[config.mk]
export PLATFORM = sky130hd
export DESIGN_NAME = seek_controller
export DESIGN_NICKNAME = d
export VERILOG_FILES = /design/src/rtl/seek_controller.sv
export SDC_FILE = /design/constraint.sdc
export NUM_CORES = 1
export LEC_CHECK = 0
export ABC_AREA = 1
export CELL_PAD_IN_SITES_DETAIL_PLACEMENT = 1
export CELL_PAD_IN_SITES_GLOBAL_PLACEMENT = 2
export CORE_MARGIN = 4
export CORE_UTILIZATION = 37
export DETAILED_ROUTE_END_ITERATION = 16
export PLACE_DENSITY_LB_ADDON = 0.1
export SYNTH_ARGS = -nofsm -noshare
export SYNTH_HDL_FRONTEND = slang
export SYNTH_SLANG_ARGS = --single-unit
[constraint.sdc]
create_clock -name clk -period 5.2 [get_ports clk]
set_input_delay 1.3 -clock clk [delete_from_list [all_inputs] [get_ports clk]]
set_output_delay 1.3 -clock clk [all_outputs]
set_load 0.01 [all_outputs]
[src/rtl/seek_controller.sv]
// rtl/seek_controller.sv - playback transport and seek controller driving the elapsed-time timer
// Optional feature macro: SEEK_ACCEL_EN (auto-repeat step acceleration).
module seek_debounce #(
    parameter int DEBOUNCE_CYC = 500_000
) (
    input  logic clk,
    input  logic reset,
    input  logic i_btn,
    output logic o_level
);
    localparam int CW = $clog2(DEBOUNCE_CYC + 1);
    localparam logic [CW-1:0] C_LAST = CW'(DEBOUNCE_CYC - 1);

    logic          r_sync1;
    logic          r_sync2;
    logic          r_level;
    logic          r_armed;
    logic [1:0]    r_live;
    logic [CW-1:0] r_cnt;

    always_ff @(posedge clk or posedge reset) begin
        if (reset) begin
            r_sync1 <= 1'b0;
            r_sync2 <= 1'b0;
            r_level <= 1'b0;
            r_armed <= 1'b0;
            r_live  <= 2'd0;
            r_cnt   <= '0;
        end else begin
            r_sync1 <= i_btn;
            r_sync2 <= r_sync1;
            if (r_sync2 == r_level) begin
                r_cnt <= '0;
            end else if (r_cnt == C_LAST) begin
                r_level <= r_sync2;
                r_cnt   <= '0;
            end else begin
                r_cnt <= r_cnt + 1'b1;
            end
            // A button held through reset stays masked until it has been seen released.
            if (!r_live[1]) begin
                r_live <= r_live + 2'd1;
            end else if (!r_sync2 && !r_level) begin
                r_armed <= 1'b1;
            end
        end
    end

    assign o_level = r_level & r_armed;
endmodule

module seek_controller #(
    parameter int TICK_DIV     = 50_000_000,
    parameter int DEBOUNCE_CYC = 500_000,
    parameter int HOLD_TICKS   = 2,
    parameter int STEP         = 10
) (
    input  logic       clk,
    input  logic       reset,
    input  logic       i_btn_play,
    input  logic       i_btn_fwd,
    input  logic       i_btn_back,
    input  logic [8:0] i_position,
    input  logic [8:0] i_song_len,
    output logic       o_count,
    output logic       o_tick,
    output logic [8:0] o_seek_step,
    output logic       o_seek_valid,
    output logic       o_timer_clr,
    output logic       o_at_end
);
    localparam int TW = $clog2(TICK_DIV + 1);
    localparam logic [TW-1:0] T_LAST = TW'(TICK_DIV - 1);
    localparam int HW = $clog2(HOLD_TICKS + 1);
    localparam logic [HW-1:0] H_LAST = HW'(HOLD_TICKS - 1);
    localparam logic [HW-1:0] H_MAX  = HW'(HOLD_TICKS);
    localparam logic [9:0] STEP1 = 10'(STEP);
`ifdef SEEK_ACCEL_EN
    localparam logic [9:0] STEP2 = 10'(2 * STEP);
    localparam logic [9:0] STEP4 = (4 * STEP > 255) ? 10'd255 : 10'(4 * STEP);
`endif

    typedef enum logic [1:0] {ST_STOP, ST_PLAY, ST_PAUSE, ST_END} state_t;

    state_t        r_state;
    state_t        w_state_next;
    logic          w_clr_next;
    logic          r_timer_clr;
    logic          r_tick;
    logic [TW-1:0] r_tick_cnt;
    logic [HW-1:0] r_hold_cnt;
    logic          r_seek_valid;
    logic [8:0]    r_seek_step;
    logic          r_play_d;
    logic          r_fwd_d;
    logic          r_back_d;

    logic       w_play_lvl;
    logic       w_fwd_lvl;
    logic       w_back_lvl;
    logic       w_play_press;
    logic       w_fwd_press;
    logic       w_back_press;
    logic       w_past_end;
    logic       w_last_sec;
    logic       w_enter_play;
    logic       w_tick_now;
    logic       w_fwd_only;
    logic       w_back_only;
    logic       w_hold_any;
    logic       w_seek_ok;
    logic       w_repeat;
    logic       w_fire_fwd;
    logic       w_fire_back;
    logic       w_fire;
    logic [9:0] w_pos10;
    logic [9:0] w_len10;
    logic [9:0] w_room;
    logic [9:0] w_base;
    logic [9:0] w_fwd_mag;
    logic [9:0] w_back_mag;
    logic [9:0] w_mag;

    seek_debounce #(.DEBOUNCE_CYC(DEBOUNCE_CYC)) u_db_play (
        .clk(clk), .reset(reset), .i_btn(i_btn_play), .o_level(w_play_lvl));
    seek_debounce #(.DEBOUNCE_CYC(DEBOUNCE_CYC)) u_db_fwd (
        .clk(clk), .reset(reset), .i_btn(i_btn_fwd), .o_level(w_fwd_lvl));
    seek_debounce #(.DEBOUNCE_CYC(DEBOUNCE_CYC)) u_db_back (
        .clk(clk), .reset(reset), .i_btn(i_btn_back), .o_level(w_back_lvl));

    assign w_play_press = w_play_lvl & ~r_play_d;
    assign w_fwd_press  = w_fwd_lvl & ~r_fwd_d;
    assign w_back_press = w_back_lvl & ~r_back_d;

    assign w_pos10    = {1'b0, i_position};
    assign w_len10    = {1'b0, i_song_len};
    assign w_past_end = (w_pos10 >= w_len10);
    assign w_last_sec = ((w_pos10 + 10'd1) >= w_len10);

    always_comb begin
        w_state_next = r_state;
        w_clr_next   = 1'b0;
        if (i_song_len == 9'd0) begin
            w_state_next = ST_STOP;
        end else begin
            case (r_state)
                ST_STOP, ST_END: begin
                    if (w_play_press) begin
                        w_state_next = ST_PLAY;
                        w_clr_next   = 1'b1;
                    end
                end
                ST_PLAY: begin
                    if (w_past_end || (r_tick && w_last_sec)) w_state_next = ST_END;
                    else if (w_play_press)                    w_state_next = ST_PAUSE;
                end
                ST_PAUSE: begin
                    if (w_past_end)        w_state_next = ST_END;
                    else if (w_play_press) w_state_next = ST_PLAY;
                end
                default: w_state_next = ST_STOP;
            endcase
        end
    end

    assign w_enter_play = (w_state_next == ST_PLAY) && (r_state != ST_PLAY);
    assign w_tick_now   = (r_state == ST_PLAY) && (w_state_next == ST_PLAY) && (r_tick_cnt == T_LAST);

    always_ff @(posedge clk or posedge reset) begin
        if (reset) begin
            r_state     <= ST_STOP;
            r_timer_clr <= 1'b0;
            r_tick      <= 1'b0;
            r_tick_cnt  <= '0;
        end else begin
            r_state     <= w_state_next;
            r_timer_clr <= w_clr_next;
            r_tick      <= w_tick_now;
            if (w_enter_play) begin
                r_tick_cnt <= '0;
            end else if (r_state == ST_PLAY) begin
                r_tick_cnt <= (r_tick_cnt == T_LAST) ? '0 : r_tick_cnt + 1'b1;
            end
        end
    end

    // Pressing both seek buttons at once cancels seeking and restarts the hold count.
    assign w_fwd_only  = w_fwd_lvl & ~w_back_lvl;
    assign w_back_only = w_back_lvl & ~w_fwd_lvl;
    assign w_hold_any  = w_fwd_only | w_back_only;
    assign w_seek_ok   = (r_state == ST_PLAY) || (r_state == ST_PAUSE);
    assign w_repeat    = w_hold_any && r_tick && (r_hold_cnt >= H_LAST);
    assign w_fire_fwd  = w_seek_ok && w_fwd_only && (w_fwd_press || w_repeat);
    assign w_fire_back = w_seek_ok && w_back_only && (w_back_press || w_repeat);
    assign w_fire      = w_fire_fwd | w_fire_back;

`ifdef SEEK_ACCEL_EN
    logic [3:0] r_rep_cnt;

    always_ff @(posedge clk or posedge reset) begin
        if (reset) begin
            r_rep_cnt <= 4'd0;
        end else if (!w_hold_any) begin
            r_rep_cnt <= 4'd0;
        end else if (w_repeat && (r_rep_cnt != 4'd8)) begin
            r_rep_cnt <= r_rep_cnt + 4'd1;
        end
    end

    always_comb begin
        w_base = STEP1;
        if (w_repeat) begin
            if (r_rep_cnt >= 4'd8)      w_base = STEP4;
            else if (r_rep_cnt >= 4'd4) w_base = STEP2;
        end
    end
`else
    assign w_base = STEP1;
`endif

    assign w_room     = w_past_end ? 10'd0 : (w_len10 - w_pos10);
    assign w_fwd_mag  = (w_base < w_room) ? w_base : w_room;
    assign w_back_mag = (w_base < w_pos10) ? w_base : w_pos10;
    assign w_mag      = w_fire_fwd ? w_fwd_mag : w_back_mag;

    always_ff @(posedge clk or posedge reset) begin
        if (reset) begin
            r_seek_valid <= 1'b0;
            r_seek_step  <= '0;
            r_hold_cnt   <= '0;
            r_play_d     <= 1'b0;
            r_fwd_d      <= 1'b0;
            r_back_d     <= 1'b0;
        end else begin
            r_play_d     <= w_play_lvl;
            r_fwd_d      <= w_fwd_lvl;
            r_back_d     <= w_back_lvl;
            r_seek_valid <= w_fire && (w_mag != 10'd0);
            if (w_fire && (w_mag != 10'd0)) begin
                r_seek_step <= 9'(w_fire_fwd ? w_mag : (10'd0 - w_mag));
            end
            if (!w_hold_any) begin
                r_hold_cnt <= '0;
            end else if (r_tick && (r_hold_cnt != H_MAX)) begin
                r_hold_cnt <= r_hold_cnt + 1'b1;
            end
        end
    end

    assign o_count      = (r_state == ST_PLAY);
    assign o_at_end     = (r_state == ST_END);
    assign o_tick       = r_tick;
    assign o_timer_clr  = r_timer_clr;
    assign o_seek_valid = r_seek_valid;
    assign o_seek_step  = r_seek_step;
endmodule

=== After elaboration in Yosys (flattened, before gate mapping) ===
Index checks and enable logic that the tools add are counted.

* Multiplexer cells: 28
* Order comparisons: 5
* Reduce and logical (&&, ||, !) cells: 36
* Equality and inequality tests: 14
* $add $sub $neg: 11
* Bitwise operators: 18

{| class="wikitable"
|+ Operators by type and width
! operator !! count
|-
| two-way mux 19 bit || 6
|-
| two-way mux 26 bit || 3
|-
| adder 19 x 1 -> 19 bit (second input constant) || 3
|-
| == test 19 bit (second input constant) || 3
|-
| two-way mux 10 bit || 3
|-
| adder 26 x 1 -> 26 bit (second input constant) || 1
|-
| == test 26 bit (second input constant) || 1
|-
| two-way mux 2 bit || 10
|-
| two-way mux 9 bit || 2
|-
| logical AND 1 bit || 15
|-
| AND reduction 2 bit || 6
|-
| adder 9 x 1 -> 10 bit (second input constant) || 1
|-
| greater-or-equal comparator 10 x 9 -> 1 bit || 1
|-
| < comparator 4 x 10 -> 1 bit (first input constant) || 1
|-
| nonzero test 10 bit || 1
|-
| subtractor 9 x 9 -> 10 bit || 1
|-
| greater-or-equal comparator 9 bit || 1
|-
| zero test 9 bit || 1
|-
| < comparator 4 x 9 -> 1 bit (first input constant) || 1
|-
| subtractor 1 x 9 -> 9 bit (first input constant) || 1
|-
| adder 2 x 1 -> 2 bit (second input constant) || 4
|-
| bitwise AND 1 bit || 8
|-
| NOT 1 bit || 8
|-
| zero test 1 bit || 6
|-
| other kinds (13) || 24
|}

* Word-level logic and storage cells: 143
* Bits of input ports: 23
* Output and inout bits: 14
* Flip-flop bits (word level): 120

=== Logic depth before layout (Yosys ltp) ===
* Depth after elaboration: 11
* Mapped depth: 24
* Gate-level depth less buffers: 23

=== Cells and area by module ===
From an unflattened synthesis, not the netlist that was laid out.

* Cell total of the unflattened synthesis: 1001
* Area, all modules: 7666.1 µm²

{| class="wikitable"
|+ Modules (own cells, without submodules)
! module !! times used !! cells each !! area each (µm²)
|-
| seek_debounce || 3 || 158 || 1291.2
|-
| seek_controller || 1 || 527 || 3792.4
|}

=== Worst setup path before layout ===
Ideal clock, no wire load.

* Path type: input to register
* From: input i_song_len[0]
* To: register r_seek_step[1], in the netlist o_seek_step[1]
* Arrival time: 3.570 ns
* Setup time: 0.122 ns
* Setup slack: 1.508 ns
* Stages: 22
* Data required time: 5.078 ns
* Cells stage by stage: inv_1 > ha_1 > inv_1 > fa_1 > nand2_1 > nand2_2 > nand3_1 > nand2_1 > nand2_1 > nand2_1 > nor2_1 > nand4_1 > nand2_2 > nand3_1 > a21oi_2 > ha_1 > inv_1 > nor3_4 > nor2_4 > inv_4 > buf_8 > o21ai_2

* Longest elaborated chain between the ends: 7
* Elaborated cells between the ends (all ways): 10
* Classes of those cells: add/sub: 2; order compare: 2; mux: 4; reduce/logical: 2

{| class="wikitable"
|+ Ends and longest elaborated chain
! item !! RTL line !! text
|-
| start, declared || 64 || <nowiki>input logic [8:0] i_song_len,</nowiki>
|-
| subtractor 9 x 9 -> 10 bit or greater-or-equal comparator 9 bit (tied branches) || 221, 137 ||
|-
| two-way mux 10 bit (*) || 221 || <nowiki>assign w_room = w_past_end ? 10'd0 : (w_len10 - w_pos10);</nowiki>
|-
| < comparator 4 x 10 -> 1 bit || 222 || <nowiki>assign w_fwd_mag = (w_base < w_room) ? w_base : w_room;</nowiki>
|-
| two-way mux 10 bit (*) || 222 ||
|-
| two-way mux 10 bit (*) || 224 || <nowiki>assign w_mag = w_fire_fwd ? w_fwd_mag : w_back_mag;</nowiki>
|-
| subtractor 1 x 9 -> 9 bit or nonzero test 10 bit (tied branches) || 240, 239 ||
|-
| two-way mux 9 bit or logical AND 1 bit (tied branches) || 240, 239 ||
|-
| end signal, assigned || 240 || <nowiki>r_seek_step <= 9'(w_fire_fwd ? w_mag : (10'd0 - w_mag));</nowiki>
|-
| end, declared || 93 || <nowiki>logic [8:0] r_seek_step;</nowiki>
|}

Mark *: on every way between the ends. The rest lies on a longest branch, timed or not.
A chain may end at the register's enable or synchronous reset.

=== Worst setup path in the final report ===
* From: input i_position[0]
* To: register r_seek_step[1], in the netlist o_seek_step[1]

* Longest elaborated chain between the ends: 7
* Elaborated cells between the ends (all ways): 12
* Classes of those cells: add/sub: 2; order compare: 3; mux: 5; reduce/logical: 2

{| class="wikitable"
|+ Ends and longest elaborated chain
! item !! RTL line !! text
|-
| start, declared || 63 || <nowiki>input logic [8:0] i_position,</nowiki>
|-
| subtractor 9 x 9 -> 10 bit or greater-or-equal comparator 9 bit (tied branches) || 221, 137 ||
|-
| two-way mux 10 bit || 221 ||
|-
| < comparator 4 x 10 -> 1 bit || 222 ||
|-
| two-way mux 10 bit || 222 ||
|-
| two-way mux 10 bit (*) || 224 ||
|-
| subtractor 1 x 9 -> 9 bit or nonzero test 10 bit (tied branches) || 240, 239 ||
|-
| two-way mux 9 bit or logical AND 1 bit (tied branches) || 240, 239 ||
|}

Marks and branches as above.

==> flow_metrics.py <==
metrics = {
    "run_status": {
        "outcome": "completed",
    },
    "cts": {
        "clk_pin_slew_ns": 0.05,
        "cts_resized": 0,
        "clock_latency_ns": 0.42,
        "clock-sinks": 120,
        "htree_levels": 4,
        "cts_buffer_depth": 2,
        "cts_tree": "done",
        "numCtsBuffers": 17,
        "clockRootBuffer": "clkbuf_16",
        "hold_buffers": 0,
        "post_cts_buffers": 0,
    },
    "final_layout": {
        "drive_above_1_share": 0.1305,
        "final_cell_area_um2": 8498,
        "fin_util": 0.4468,
        "diodes": 0,
        "fillers": 2313,
        "fin_cells": 1218,
        "areaGrowthSynthToFinish_pct": 17.14,
        "nets": 1003,
    },
    "synthesis": {
        "synth_nets": 954,
        "yosys.area.top_type_share": 0.4139,
        "ys_seq_area_frac": 0.4139,
        "syn_avg_cell_area_um2": 8.096,
        "synth_seq_cells": 120,
        "synth.top_cells.by_area": "dfrtp_1 (41%), nand2_1 (7.9%), inv_1 (7.5%)",
        "synth_cells": 896,
        "yosysWarnings": 0,
        "syn_area_um2": 7254,
        "synth_area_leader_cell": "dfrtp_1",
        "synth_cell_types": 49,
    },
    "sta": {
        "slew_violations": 0,
        "relSlewSlack": 0.4056,
        "min_period_over_period": 0.8164,
        "rsz0062_at_grt": "false",
        "fin_skew_ns": 0.01263,
        "worst_pin_slew_ns": 0.8917,
        "setup_viol": 0,
        "hold_viol": 0,
        "min_period_ns": 4.245,
        "max_freq_mhz": 235.6,
        "holdWs_ns": 0.3471,
        "fin_tns_setup_ns": 0,
        "fin_ws_ns": 0.9548,
    },
    "floorplanning": {
        "die_area_um2": 21910,
        "ios": 37,
        "die_y_um": 148.0,
        "core.rowCount": 50,
        "coreArea_um2": 19020,
        "start_util": 0.3814,
        "die_width_um": 148.0,
    },
    "worst_setup_path": {
        "cp.required_ns": 5.54,
        "crit_type": "input pin to register",
        "end_kind": "register",
        "critPathMaxFanout": 11,
        "worstPathArrival_ns": 4.58,
        "worstSetupStartpointType": "input pin",
    },
    "placed_design": {
        "place_inst": 1186,
        "dp_hpwl_um": 13390,
        "post-place-ws_ns": 0.5414,
        "place_area_um2": 7890,
        "io_buffer_count": 36,
        "gp_congestion": 0.8062,
    },
    "route": {
        "finalWirelength_um": 17400,
        "detail-route-antenna-nets": 0,
        "wl_per_cell_um": 14.29,
        "drc_errors": 0,
        "drtIter0Drc": 208,
        "dr.pass1.iters": 4,
        "vias_per_cell": 4.976,
        "vias": 6061,
    },
    "pwr": {
        "p_per_area_nw_per_um2": 276.9,
        "total_power_mw": 2.353,
        "power.leakage_nw": 3.973,
        "irDropWorstVdd_mv": 0.2345,
    },
    "grt": {
        "grt_start_max_net_pins": 70,
        "grt_usage": 0.1677,
        "overflow": 0,
        "grt_pass1_wl_um": 30570,
        "antenna_found_initial": 0,
        "grt_pass1_vias": 6410,
    },
    "worst_hold_path": {
        "hold_path_class": "register to register",
    },
    "flow_run": {
        "maxCapViolCount": 0,
    },
}
==> logic make-up after synthesis <==
logic type / synth area share
compound gates: 0.1104
xor+xnor: 0.02777
fa+ha+maj: 0.06140
buf+inv: 0.08934
flops: 0.4139
mux: 0.001380
simple gates: 0.2958
==> cells in the final DEF, fill, tap and decap left out, types with 4 or more instances in the layout <==
cell | synthesis | routed
a21oi_1 | 44 | 44
a21oi_2 | 5 | 5
a31oi_1 | 4 | 4
clkbuf_16 | 0 | 17
clkdlybuf4s50_1 | 0 | 36
clkinvlp_4 | 0 | 4
dfrtp_1 | 120 | 120
ha_1 | 34 | 34
inv_1 | 145 | 144
inv_2 | 4 | 4
nand2_1 | 153 | 153
nand2_2 | 15 | 15
nand2_4 | 4 | 4
nand3_1 | 51 | 51
nand3_2 | 6 | 6
nand4_1 | 22 | 22
nor2_1 | 92 | 92
nor2_2 | 7 | 7
nor2_4 | 7 | 7
nor3_1 | 26 | 26
nor3_2 | 4 | 4
nor3b_1 | 4 | 4
nor4_1 | 18 | 18
o21ai_0 | 40 | 40
o21ai_1 | 5 | 5
o21ai_2 | 21 | 21
or2_2 | 5 | 5
xnor2_1 | 8 | 8
xor2_1 | 15 | 15
==> report_power, final <==
part | internal, mW | switching, mW | total [mW]
Clock | 0.778 | 0.419 | 1.20
Combinational | 0.0773 | 0.126 | 0.203
Sequential | 0.946 | 0.00742 | 0.954
==> path summary, 6_finish.rpt <==
check	slack, ns	from	depth (start not counted)	to
max	0.95	i_position[0]	22	o_seek_step[1]
min	0.35	u_db_fwd.r_sync1	0	u_db_fwd.r_sync2
max reg2reg	2.31	u_db_back.r_armed	18	o_seek_step[1]
min reg2reg	0.35	u_db_fwd.r_sync1	0	u_db_fwd.r_sync2
max in group asynchronous	2.95	reset	3	o_seek_step[7]
min in group asynchronous	1.44	reset	2	u_db_back.r_cnt[6]
==> critical path, stage by stage <==
cell	delay, ns
clkdlybuf4s50_1	0.64
ha_1	0.20
inv_1	0.08
fa_1	0.41
nand2_1	0.09
nand2_2	0.09
nand3_1	0.12
nand2_1	0.06
nand2_1	0.06
nand2_1	0.04
nor2_1	0.10
nand4_1	0.12
nand2_2	0.12
nand3_1	0.11
a21oi_2	0.19
ha_1	0.17
inv_1	0.08
nor3_4	0.25
nor2_4	0.08
inv_4	0.13
nand2_1	0.09
o21ai_2	0.05
==> cells in the mapped netlist, drive strengths merged <==
cell / instances
ha: 34
dfrtp: 120
a21oi: 50
inv: 151
a31oi: 4
fa: 1
nor3b: 4
or2: 7
nor4: 20
nor2: 107
buf: 5
o211ai: 1
o31ai: 1
o21ai: 66
clkinv: 1
clkbuf: 2
mux2i: 1
nand3b: 3
o21a: 1
nand3: 57
xnor2: 8
a21o: 3
o21bai: 2
xor2: 15
a211oi: 3
nor3: 32
nand4: 25
nand2: 172
==> area by class of cell <==
cell class / instances / area [um2] / share of cell area
multi-input cells: 617 / 3603 / 0.4240
flip-flops and latches: 120 / 3003 / 0.3534
inverters: 152 / 578.1 / 0.06802
clock buffers: 21 / 460.4 / 0.05418
repair buffers: 37 / 380.4 / 0.04476
well taps: 260 / 325.3 / 0.03828
clock inverters: 11 / 147.6 / 0.01737
==> flip-flops by register name, indices dropped and copies added, names as in the netlist, 2 cells and up <==
name and flops:
u_db_play.r_cnt 19, u_db_fwd.r_live 2, u_db_play.r_live 2, r_hold_cnt 2
r_state 2, u_db_fwd.r_cnt 19, u_db_back.r_live 2, r_tick_cnt 26
u_db_back.r_cnt 19, o_seek_step 9
==> layer usage <==
layer	GRT usage	part of all wire	vias up
met2	0.2889	0.49	52
met3	0.03372	0.023	11
met4	0.04342	0.0095	0
met5	0	0	-
li1	-	-	3034
met1	0.2161	0.47	2964
No activity file was read; power rests on OpenSTA's default activity.
